$ cat config.mk
export PLATFORM = sky130hd
export DESIGN_NAME = unidade_controle_vidas
export DESIGN_NICKNAME = d
export VERILOG_FILES = /design/src/rtl/controle_pkg.sv /design/src/rtl/contador_timeout.sv /design/src/rtl/unidade_controle_vidas.sv
export SDC_FILE = /design/constraint.sdc
export NUM_CORES = 1
export LEC_CHECK = 0
export ABC_AREA = 1
export BUFFER_PORTS_ARGS = -buffer_cell sky130_fd_sc_hd__buf_2
export CORE_ASPECT_RATIO = 0.6
export CORE_UTILIZATION = 46
export CTS_CLUSTER_DIAMETER = 120
export DETAILED_ROUTE_END_ITERATION = 12
export GPL_ROUTABILITY_DRIVEN = 0
export PLACE_DENSITY_LB_ADDON = 0.25
export SLEW_MARGIN = 20
export SYNTH_ARGS = -nofsm -noshare
export SYNTH_HDL_FRONTEND = slang
export SYNTH_SLANG_ARGS = --single-unit
$ cat constraint.sdc
create_clock -name clock -period 1.65 [get_ports clock]
set_clock_uncertainty 0.05 [all_clocks]
set_input_delay 0.2475 -clock clock [delete_from_list [all_inputs] [get_ports clock]]
set_output_delay 0.2475 -clock clock [all_outputs]
set_load 0.02 [all_outputs]
$ cat src/rtl/controle_pkg.sv
// Shared state codes and game-mode encodings for the lives-aware game controller.
package controle_pkg;

  localparam logic [3:0] EST_INICIAL         = 4'h0;
  localparam logic [3:0] EST_ESPERA          = 4'h1;
  localparam logic [3:0] EST_INICIO_RODADA   = 4'h2;
  localparam logic [3:0] EST_PREPARACAO      = 4'h3;
  localparam logic [3:0] EST_REGISTRA        = 4'h4;
  localparam logic [3:0] EST_COMPARACAO      = 4'h5;
  localparam logic [3:0] EST_PROXIMA_JOGADA  = 4'h6;
  localparam logic [3:0] EST_ULTIMA_RODADA   = 4'h7;
  localparam logic [3:0] EST_PROXIMA_RODADA  = 4'h8;
  localparam logic [3:0] EST_ESPERA_ESCRITA  = 4'h9;
  localparam logic [3:0] EST_ESCREVE         = 4'hA;
  localparam logic [3:0] EST_TOUT            = 4'hB;
  localparam logic [3:0] EST_PERDE_VIDA      = 4'hC;
  localparam logic [3:0] EST_VITORIA         = 4'hD;
  localparam logic [3:0] EST_DERROTA         = 4'hE;
  localparam logic [3:0] EST_INVALIDO        = 4'hF;

  typedef enum logic [3:0] {
    StInicial       = EST_INICIAL,
    StEspera        = EST_ESPERA,
    StInicioRodada  = EST_INICIO_RODADA,
    StPreparacao    = EST_PREPARACAO,
    StRegistra      = EST_REGISTRA,
    StComparacao    = EST_COMPARACAO,
    StProximaJogada = EST_PROXIMA_JOGADA,
    StUltimaRodada  = EST_ULTIMA_RODADA,
    StProximaRodada = EST_PROXIMA_RODADA,
    StEsperaEscrita = EST_ESPERA_ESCRITA,
    StEscreve       = EST_ESCREVE,
    StTout          = EST_TOUT,
    StPerdeVida     = EST_PERDE_VIDA,
    StVitoria       = EST_VITORIA,
    StDerrota       = EST_DERROTA
  } estado_e;

  localparam logic [1:0] MODO_CLASSICO    = 2'b00;
  localparam logic [1:0] MODO_SEM_TIMEOUT = 2'b01;
  localparam logic [1:0] MODO_ESCRITA     = 2'b10;

endpackage

$ cat src/rtl/contador_timeout.sv
// Saturating wait-cycle counter; fim flags the last allowed cycle before timeout.
module contador_timeout #(
  parameter int unsigned TIMEOUT_CICLOS = 5000,
  parameter int unsigned W_TIMEOUT      = 13
) (
  input  logic clock,
  input  logic reset,
  input  logic zera,
  input  logic conta,
  output logic fim
);

  localparam logic [W_TIMEOUT-1:0] Ultimo = W_TIMEOUT'(TIMEOUT_CICLOS - 1);

  logic [W_TIMEOUT-1:0] cnt_q, cnt_d;

  always_comb begin
    cnt_d = cnt_q;
    if (zera) begin
      cnt_d = '0;
    end else if (conta && (cnt_q != Ultimo)) begin
      cnt_d = cnt_q + W_TIMEOUT'(1);
    end
  end

  always_ff @(posedge clock or posedge reset) begin
    if (reset) begin
      cnt_q <= '0;
    end else begin
      cnt_q <= cnt_d;
    end
  end

  assign fim = (cnt_q == Ultimo);

endmodule

$ cat src/rtl/unidade_controle_vidas.sv
// Moore controller for the sequence game with lives, wait timeout and a latched game mode.
module unidade_controle_vidas
  import controle_pkg::*;
#(
  parameter int unsigned TIMEOUT_CICLOS = 5000,
  parameter int unsigned VIDAS          = 3,
  parameter int unsigned W_VIDAS        = 2,
  parameter int unsigned W_TIMEOUT      = 13
) (
  input  logic               clock,
  input  logic               reset,
  input  logic               iniciar,
  input  logic [1:0]         modo,
  input  logic               fimCR,
  input  logic               jogada,
  input  logic               enderecoIgualRodada,
  input  logic               jogada_correta,
  output logic               zeraCE,
  output logic               contaCE,
  output logic               zeraCR,
  output logic               contaCR,
  output logic               zeraR,
  output logic               registraR,
  output logic               escreveM,
  output logic               pronto,
  output logic               errou,
  output logic               acertou,
  output logic [3:0]         db_estado,
  output logic [W_VIDAS-1:0] db_vidas,
  output logic               db_timeout
);

  localparam logic [W_VIDAS-1:0] VidasIni = W_VIDAS'(VIDAS);

  estado_e              estado_q, estado_d;
  logic [1:0]           modo_q, modo_d;
  logic [W_VIDAS-1:0]   vidas_q, vidas_d;
  logic                 em_espera, fim_timeout, timeout, ultima_vida, aceita_inicio;

  assign em_espera     = (estado_q == StEspera) || (estado_q == StEsperaEscrita);
  assign timeout       = fim_timeout && (modo_q != MODO_SEM_TIMEOUT);
  assign ultima_vida   = (vidas_q == W_VIDAS'(1));
  assign aceita_inicio = (estado_q == StInicial) || (estado_q == StDerrota) ||
                         (estado_q == StVitoria) || (estado_q == StTout);

  contador_timeout #(
    .TIMEOUT_CICLOS (TIMEOUT_CICLOS),
    .W_TIMEOUT      (W_TIMEOUT)
  ) u_timeout (
    .clock (clock),
    .reset (reset),
    .zera  (!em_espera),
    .conta (em_espera),
    .fim   (fim_timeout)
  );

  always_comb begin
    estado_d = estado_q;
    case (estado_q)
      StInicial, StDerrota, StVitoria, StTout: begin
        if (iniciar) estado_d = StPreparacao;
      end
      StPreparacao:    estado_d = StInicioRodada;
      StInicioRodada:  estado_d = StEspera;
      StEspera, StEsperaEscrita: begin
        // Timeout outranks a jogada arriving in the same cycle.
        if (timeout) begin
          estado_d = ultima_vida ? StTout : StPerdeVida;
        end else if (jogada) begin
          estado_d = (estado_q == StEspera) ? StRegistra : StEscreve;
        end
      end
      StRegistra:      estado_d = StComparacao;
      StComparacao: begin
        if (!jogada_correta) begin
          estado_d = ultima_vida ? StDerrota : StPerdeVida;
        end else if (enderecoIgualRodada) begin
          estado_d = StUltimaRodada;
        end else begin
          estado_d = StProximaJogada;
        end
      end
      StProximaJogada: estado_d = StEspera;
      StUltimaRodada: begin
        if (fimCR) begin
          estado_d = StVitoria;
        end else if (modo_q == MODO_ESCRITA) begin
          estado_d = StEsperaEscrita;
        end else begin
          estado_d = StProximaRodada;
        end
      end
      StEscreve:       estado_d = StProximaRodada;
      StProximaRodada: estado_d = StInicioRodada;
      StPerdeVida:     estado_d = StInicioRodada;
      default:         estado_d = StInicial;
    endcase
  end

  always_comb begin
    modo_d  = modo_q;
    vidas_d = vidas_q;
    if (aceita_inicio && iniciar) begin
      modo_d = ((modo == MODO_SEM_TIMEOUT) || (modo == MODO_ESCRITA)) ? modo : MODO_CLASSICO;
    end
    if (estado_q == StPreparacao) begin
      vidas_d = VidasIni;
    end else if (estado_d == StPerdeVida) begin
      // Decrement on entry so db_vidas already shows the reduced count in perde_vida.
      vidas_d = vidas_q - W_VIDAS'(1);
    end
  end

  always_ff @(posedge clock or posedge reset) begin
    if (reset) begin
      estado_q <= StInicial;
      modo_q   <= MODO_CLASSICO;
      vidas_q  <= VidasIni;
    end else begin
      estado_q <= estado_d;
      modo_q   <= modo_d;
      vidas_q  <= vidas_d;
    end
  end

  always_comb begin
    zeraCE    = 1'b0;
    contaCE   = 1'b0;
    zeraCR    = 1'b0;
    contaCR   = 1'b0;
    zeraR     = 1'b0;
    registraR = 1'b0;
    escreveM  = 1'b0;
    pronto    = 1'b0;
    errou     = 1'b0;
    acertou   = 1'b0;
    db_estado = estado_q;
    case (estado_q)
      StInicial, StPreparacao: begin
        zeraCE = 1'b1;
        zeraCR = 1'b1;
        zeraR  = 1'b1;
      end
      StInicioRodada:  zeraCE = 1'b1;
      StProximaJogada: contaCE = 1'b1;
      StRegistra:      registraR = 1'b1;
      StEscreve: begin
        contaCE   = 1'b1;
        registraR = 1'b1;
        escreveM  = 1'b1;
      end
      StProximaRodada: contaCR = 1'b1;
      StDerrota, StTout: begin
        pronto = 1'b1;
        errou  = 1'b1;
      end
      StVitoria: begin
        pronto  = 1'b1;
        acertou = 1'b1;
      end
      StEspera, StComparacao, StUltimaRodada, StEsperaEscrita, StPerdeVida: ;
      default: db_estado = EST_INVALIDO;
    endcase
  end

  assign db_vidas   = vidas_q;
  assign db_timeout = fim_timeout;

endmodule

### Word-level counts from Yosys, hierarchy flattened

Cells that the tools add are included.

* bits in registers: 21
* input port bits: 9
* output and inout bits: 17
* logic and storage cells: 76

* $add $sub $neg: 2
* eq/ne operators: 23
* mux-type cells: 26
* reductions and logical operators: 21

Operators with widths (number)
* $eq 4x4->1 const B: 8
* $pmux 4 s8: 1
* $mux 13: 2
* $mux 4: 6
* $eq 4x3->1 const B: 4
* $reduce_or 15->1: 1
* $add 13x1->13 const B: 1
* $eq 13x13->1 const B: 1
* $ne 13x13->1 const B: 1
* $reduce_or 2->1: 6
* $mux 1: 11
* $reduce_or 3->1: 3
* $eq 4x2->1 const B: 2
* $mux 2: 4
* $mux 3: 2
* $logic_or 1x1->1: 5
* $eq 2x1->1 const B: 2
* $eq 2x2->1 const B: 2
* $eq 4x1->1 const B: 1
* $logic_not 4->1: 1
* $reduce_or 4->1: 1
* $logic_and 1x1->1: 3
* $ne 2x1->1 const B: 1
* $ne 2x2->1 const B: 1
* other kinds (2): 2

### Longest topological paths before layout

* word-level depth: 8
* gate-level depth with buffers: 13
* depth with buffers taken out: 12

### By module

A second synthesis with hierarchy kept.

* cell total of the unflattened synthesis: 280
* area, all modules: 1715.4 µm²

Modules (own cells, without submodules)
* contador_timeout: instances 1, cells an instance 148, area each 940.9 µm², sequential area each 325.3 µm²
* unidade_controle_vidas: instances 1, cells an instance 132, area each 774.5 µm², sequential area each 202.7 µm²

### Worst setup path before layout

No wires, ideal clock.

* kind: reg-to-reg
* start point: register estado_q[3]
* end point: register vidas_q[0], in the netlist db_vidas[0]
* setup time: 0.084 ns
* data arrival time: 1.483 ns
* data required time: 1.516 ns
* setup slack: 0.033 ns
* cell stages (with the launch flop): 14
* buffers on the path: 1
* period minus slack after synthesis: 1.617 ns
* path through: dfrtp_1 -> buf_2 -> nand2_1 -> inv_1 -> nand2_2 -> nand3_2 -> nand2_1 -> nand2_1 -> nor2_2 -> nand2_2 -> nor2_4 -> nand2_1 -> nand2_1 -> nand3_1

* elaborated cells between the ends (all ways): 27
* classes of those cells: eq/ne (15); mux (6); reduce/logical (6)

RTL lines
* start: declaration: RTL line unidade_controle_vidas.sv:35 `estado_e estado_q, estado_d;`
* start signal: assignment: RTL line unidade_controle_vidas.sv:116 `estado_q <= StInicial;`
* start signal: assignment: RTL line unidade_controle_vidas.sv:120 `estado_q <= estado_d;`
* $eq 4x4->1 (tied with other cells): RTL line unidade_controle_vidas.sv:59 `case (estado_q)`
* $reduce_or 4->1 (tied with other cells): RTL line unidade_controle_vidas.sv:59
* $pmux 4 s8 *: RTL line unidade_controle_vidas.sv:59
* via estado_d[0]: RTL line unidade_controle_vidas.sv:35
* $eq 4x4->1 *: RTL line unidade_controle_vidas.sv:108 `end else if (estado_d == StPerdeVida) begin`
* $reduce_bool 2->1 (no source line) *
* end signal: assignment: RTL line unidade_controle_vidas.sv:118 `vidas_q <= VidasIni;`
* end signal: assignment: RTL line unidade_controle_vidas.sv:122 `vidas_q <= vidas_d;`
* end: declaration: RTL line unidade_controle_vidas.sv:37 `logic [W_VIDAS-1:0] vidas_q, vidas_d;`

The timed path passes the listed nets; every way through them passes the cells marked *.
A chain may end at the register's enable or synchronous reset.

### Worst setup path in the final report

* start point: register estado_q[0]
* end point: register vidas_q[0], in the netlist db_vidas[0]

* elaborated cells between the ends (all ways): 27
* classes of those cells: eq/ne (15); mux (6); reduce/logical (6)

RTL lines (RTL line)
* $eq 4x4->1 (tied with other cells): unidade_controle_vidas.sv:59
* $reduce_or 4->1 (tied with other cells): unidade_controle_vidas.sv:59
* $pmux 4 s8 *: unidade_controle_vidas.sv:59
* via estado_d[0]: unidade_controle_vidas.sv:35
* $eq 4x4->1 *: unidade_controle_vidas.sv:108
* $reduce_bool 2->1 (no source line) *

Marked as above.

==> results.toml <==
[clock_tree]
clkLatencyLatePin_ns = 0.27
clockBufferDepth = 2
cts_tree = "done"
clkSinkCount = 21
h-tree-depth = 1
cts_buffers = 3
cts_root_buf = "clkbuf_8"
clk_pin_slew_ns = 0.08

[drt]
drc = 0
dr_total_vias = 1708
wire_per_inst_um = 14.0
dr.pass1.iters = 5
ant_nets = 0
drt_iter0_markers = 195
totalWireLength_mm = 4.54
routed_via_density = 5.26

[critical_path]
worstPathRequired_ns = 1.79
endpoint_kind = "flip-flop"
critPathMaxStageDelay_ns = 0.47
cp_num_buf_inv = 2
start_kind = "flip-flop"
worstPathArrival_ns = 1.94
path_common_cell = "nand2_2"
rrSetupSlack_ns = -0.15
reg2regPathDepth = 13
crit_type = "flip-flop to flip-flop"
cpMaxStageDelayCell = "dfrtp_2"
path_max_fanout = 6
reg2reg_to = "db_vidas[0]$_DFFE_PP1P_"
reg2reg_from = "estado_q[0]$_DFF_PP0_"
crit_family = "simple AND/OR/NAND/NOR gates"
crit_chain = "inv_2, nor2_4, buf_4, nand2_4, nand3_2, nand2_1, nand2_1, nor2_2, nand2_2, nor2_4, nand2_2, nand2_2, nand3_2"

[die]
die_height_um = 45.9
core-area_sq_mm = 0.00297
fp-row-count = 15
start_util_pct = 49.9
fp.dieW_um = 75.2
io_pins = 26
die-area_sq_mm = 0.00345

[timing]
rsz0062_at_grt = "true"
fin_setup_tns_ns = -0.831
worst_pin_slew_ns = 0.418
timing_max_transition_violations_final = 0
fin_crit_sh_pct = 109
final-hold-violation-count = 0
fmax_mhz = 557
max_slew_margin_pct = 72.0
worst_slack_ns = -0.145
finalSetupViolCount = 14
fin_crit_ns = 1.80

[grt]
grt_pass1_vias = 1324
grt_start_max_net_pins = 13
antenna_found_initial = 0
grt_usage_pct = 26.4
grt_pass1_wl_mm = 6.51
overflow = 0

[pwr]
power_mw = 3.43
powerDensity_mw_per_mm2 = 1580
power.static_leakage_nw = 1.11
peakVddDrop_mv = 0.976

[min_path]
hold_start = "modo[1]"
hold_depth = 2
whs_endpoint = "modo_q[0]$_DFFE_PP0P_"
hp-class = "primary input to flip-flop"

[placement]
hpwl_mm = 3.09
portBuffers = 25
placed_area_sq_mm = 0.00181
dp.cells = 306

[cells_and_area]
drive_gt1_share_pct = 46.6
fillers = 244
design_area_sq_mm = 0.00217
fin_util_pct = 73.1
area_delta_synth_final_pct = 46.6
nets = 295
fin_cells = 325
multiInputGateArea_sq_um = 921
antenna_cells = 0
seq_area_sq_um = 534

[synthesis]
syn_area_per_cell_sq_um = 6.66
synth-seq-area-share_pct = 35.7
synthCells = 222
syn-num-nets = 233
synth.distinct_cells = 28
ys.warnings.count = 0
syn_area_sq_mm = 0.00148
synth_seq_cells = 21

[flow_run]
max_cap_violations = 0

[outcome]
violations = "setup timing"
status = "complete, but fails checks"
==> sequential cells by signal (all words and copies together) (netlist names) <==
signal and flops:
db_vidas 2, u_timeout.cnt_q 13, estado_q 4, modo_q 2
==> report_power, final <==
group	switching (mW)	total, mW	internal, mW
Clock	0.173	0.342	0.169
Combinational	1.28	2.29	1.01
Sequential	0.162	0.801	0.639
==> Yosys cell counts, drive strengths merged <==
master	count	area, sq um
nor4	1	6.26
nand3	15	80.1
dfstp	2	52.6
nor2	38	180
a211oi	1	7.51
inv	33	124
o31ai	1	7.51
a31oi	2	12.5
a21oi	12	63.8
nand3b	1	7.51
ha	2	25.0
nor3	3	15.0
buf	5	30.0
clkbuf	4	15.0
o41ai	1	8.76
nand4	5	31.3
nand2	61	256
o21ai	16	80.1
dfrtp	19	475
==> cell families after synthesis <==
family / Yosys count / share of synthesized area (%)
AND/OR/NAND/NOR: 124 / 39.0
adder cells (fa/ha/maj): 2 / 1.69
AO/OA/AOI/OAI: 33 / 12.2
flip-flops: 21 / 35.7
buffers and inverters: 42 / 11.4
==> per-stage QoR <==
stage                     worst slack [ns]  hold WS [ns]
final                               -0.145         0.127
after global routing                -0.198         0.116
after CTS                          -0.0770         0.118
after detailed placement            -0.177         0.184
after global placement             -0.0860         0.190
after floorplan                     0.0332         0.173
==> worst max path at each step <==
stage	to	cells past startpoint	slack [ns]	startpoint
after global routing	db_vidas[1]$_DFFE_PP1P_	13	-0.20	estado_q[0]$_DFF_PP0_
after CTS	db_vidas[0]$_DFFE_PP1P_	12	-0.08	u_timeout.cnt_q[1]$_DFFE_PP0P_
after global placement	db_vidas[0]$_DFFE_PP1P_	10	-0.09	estado_q[3]$_DFF_PP0_
final	db_vidas[0]$_DFFE_PP1P_	13	-0.15	estado_q[0]$_DFF_PP0_
after detailed placement	db_vidas[0]$_DFFE_PP1P_	10	-0.18	estado_q[3]$_DFF_PP0_
after floorplan	db_vidas[0]$_DFFE_PP1P_	13	0.03	estado_q[3]$_DFF_PP0_
==> final cells by class <==
type,count,share of cell area (%)
inverters,33,5.71
multi-input cells,159,42.5
well taps,42,2.42
repair buffers,66,22.6
clock buffers,3,1.90
flip-flops and latches,21,24.6
clock inverters,1,0.231
==> placed cells by master, fill, tap and decap left out, types with 2 or more instances in the layout <==
cell type	count
nor2_1	21
nor2_4	7
clkbuf_8	3
dfstp_2	2
dfrtp_1	14
nand2_4	3
o21ai_0	13
a21oi_1	10
nor2_2	10
inv_2	9
dfrtp_2	5
inv_1	24
nand2_1	43
nand4_1	5
buf_4	41
buf_6	6
ha_2	2
a31oi_1	2
nand2_2	15
buf_2	17
o21ai_1	2
nand3_2	5
nor3_1	2
nand3_1	10
==> worst register-to-register path, cell delays in order (launching register included) <==
cell	delay (ns)
dfrtp_2	0.47
inv_2	0.09
nor2_4	0.05
buf_4	0.15
nand2_4	0.08
nand3_2	0.13
nand2_1	0.11
nand2_1	0.10
nor2_2	0.11
nand2_2	0.07
nor2_4	0.11
nand2_2	0.08
nand2_2	0.08
nand3_2	0.06
==> per-layer routing <==
layer | global-route usage [%] | vias to the layer above | wire, um
li1 | - | 831 | -
met4 | 3.33 | 0 | 46
met1 | 44.1 | 794 | 2270
met5 | 0 | - | 0
met2 | 33.9 | 73 | 1890
met3 | 5.97 | 10 | 328
==> repair_timing <==
item,in CTS,in global routing
hold buffers,1,0
pin swaps,4,14
setup endpoints to repair,12,26
setup buffers,7,7
hold endpoints to repair,7,0
resized for setup,22,42
No activity file was read; power rests on OpenSTA's default activity.
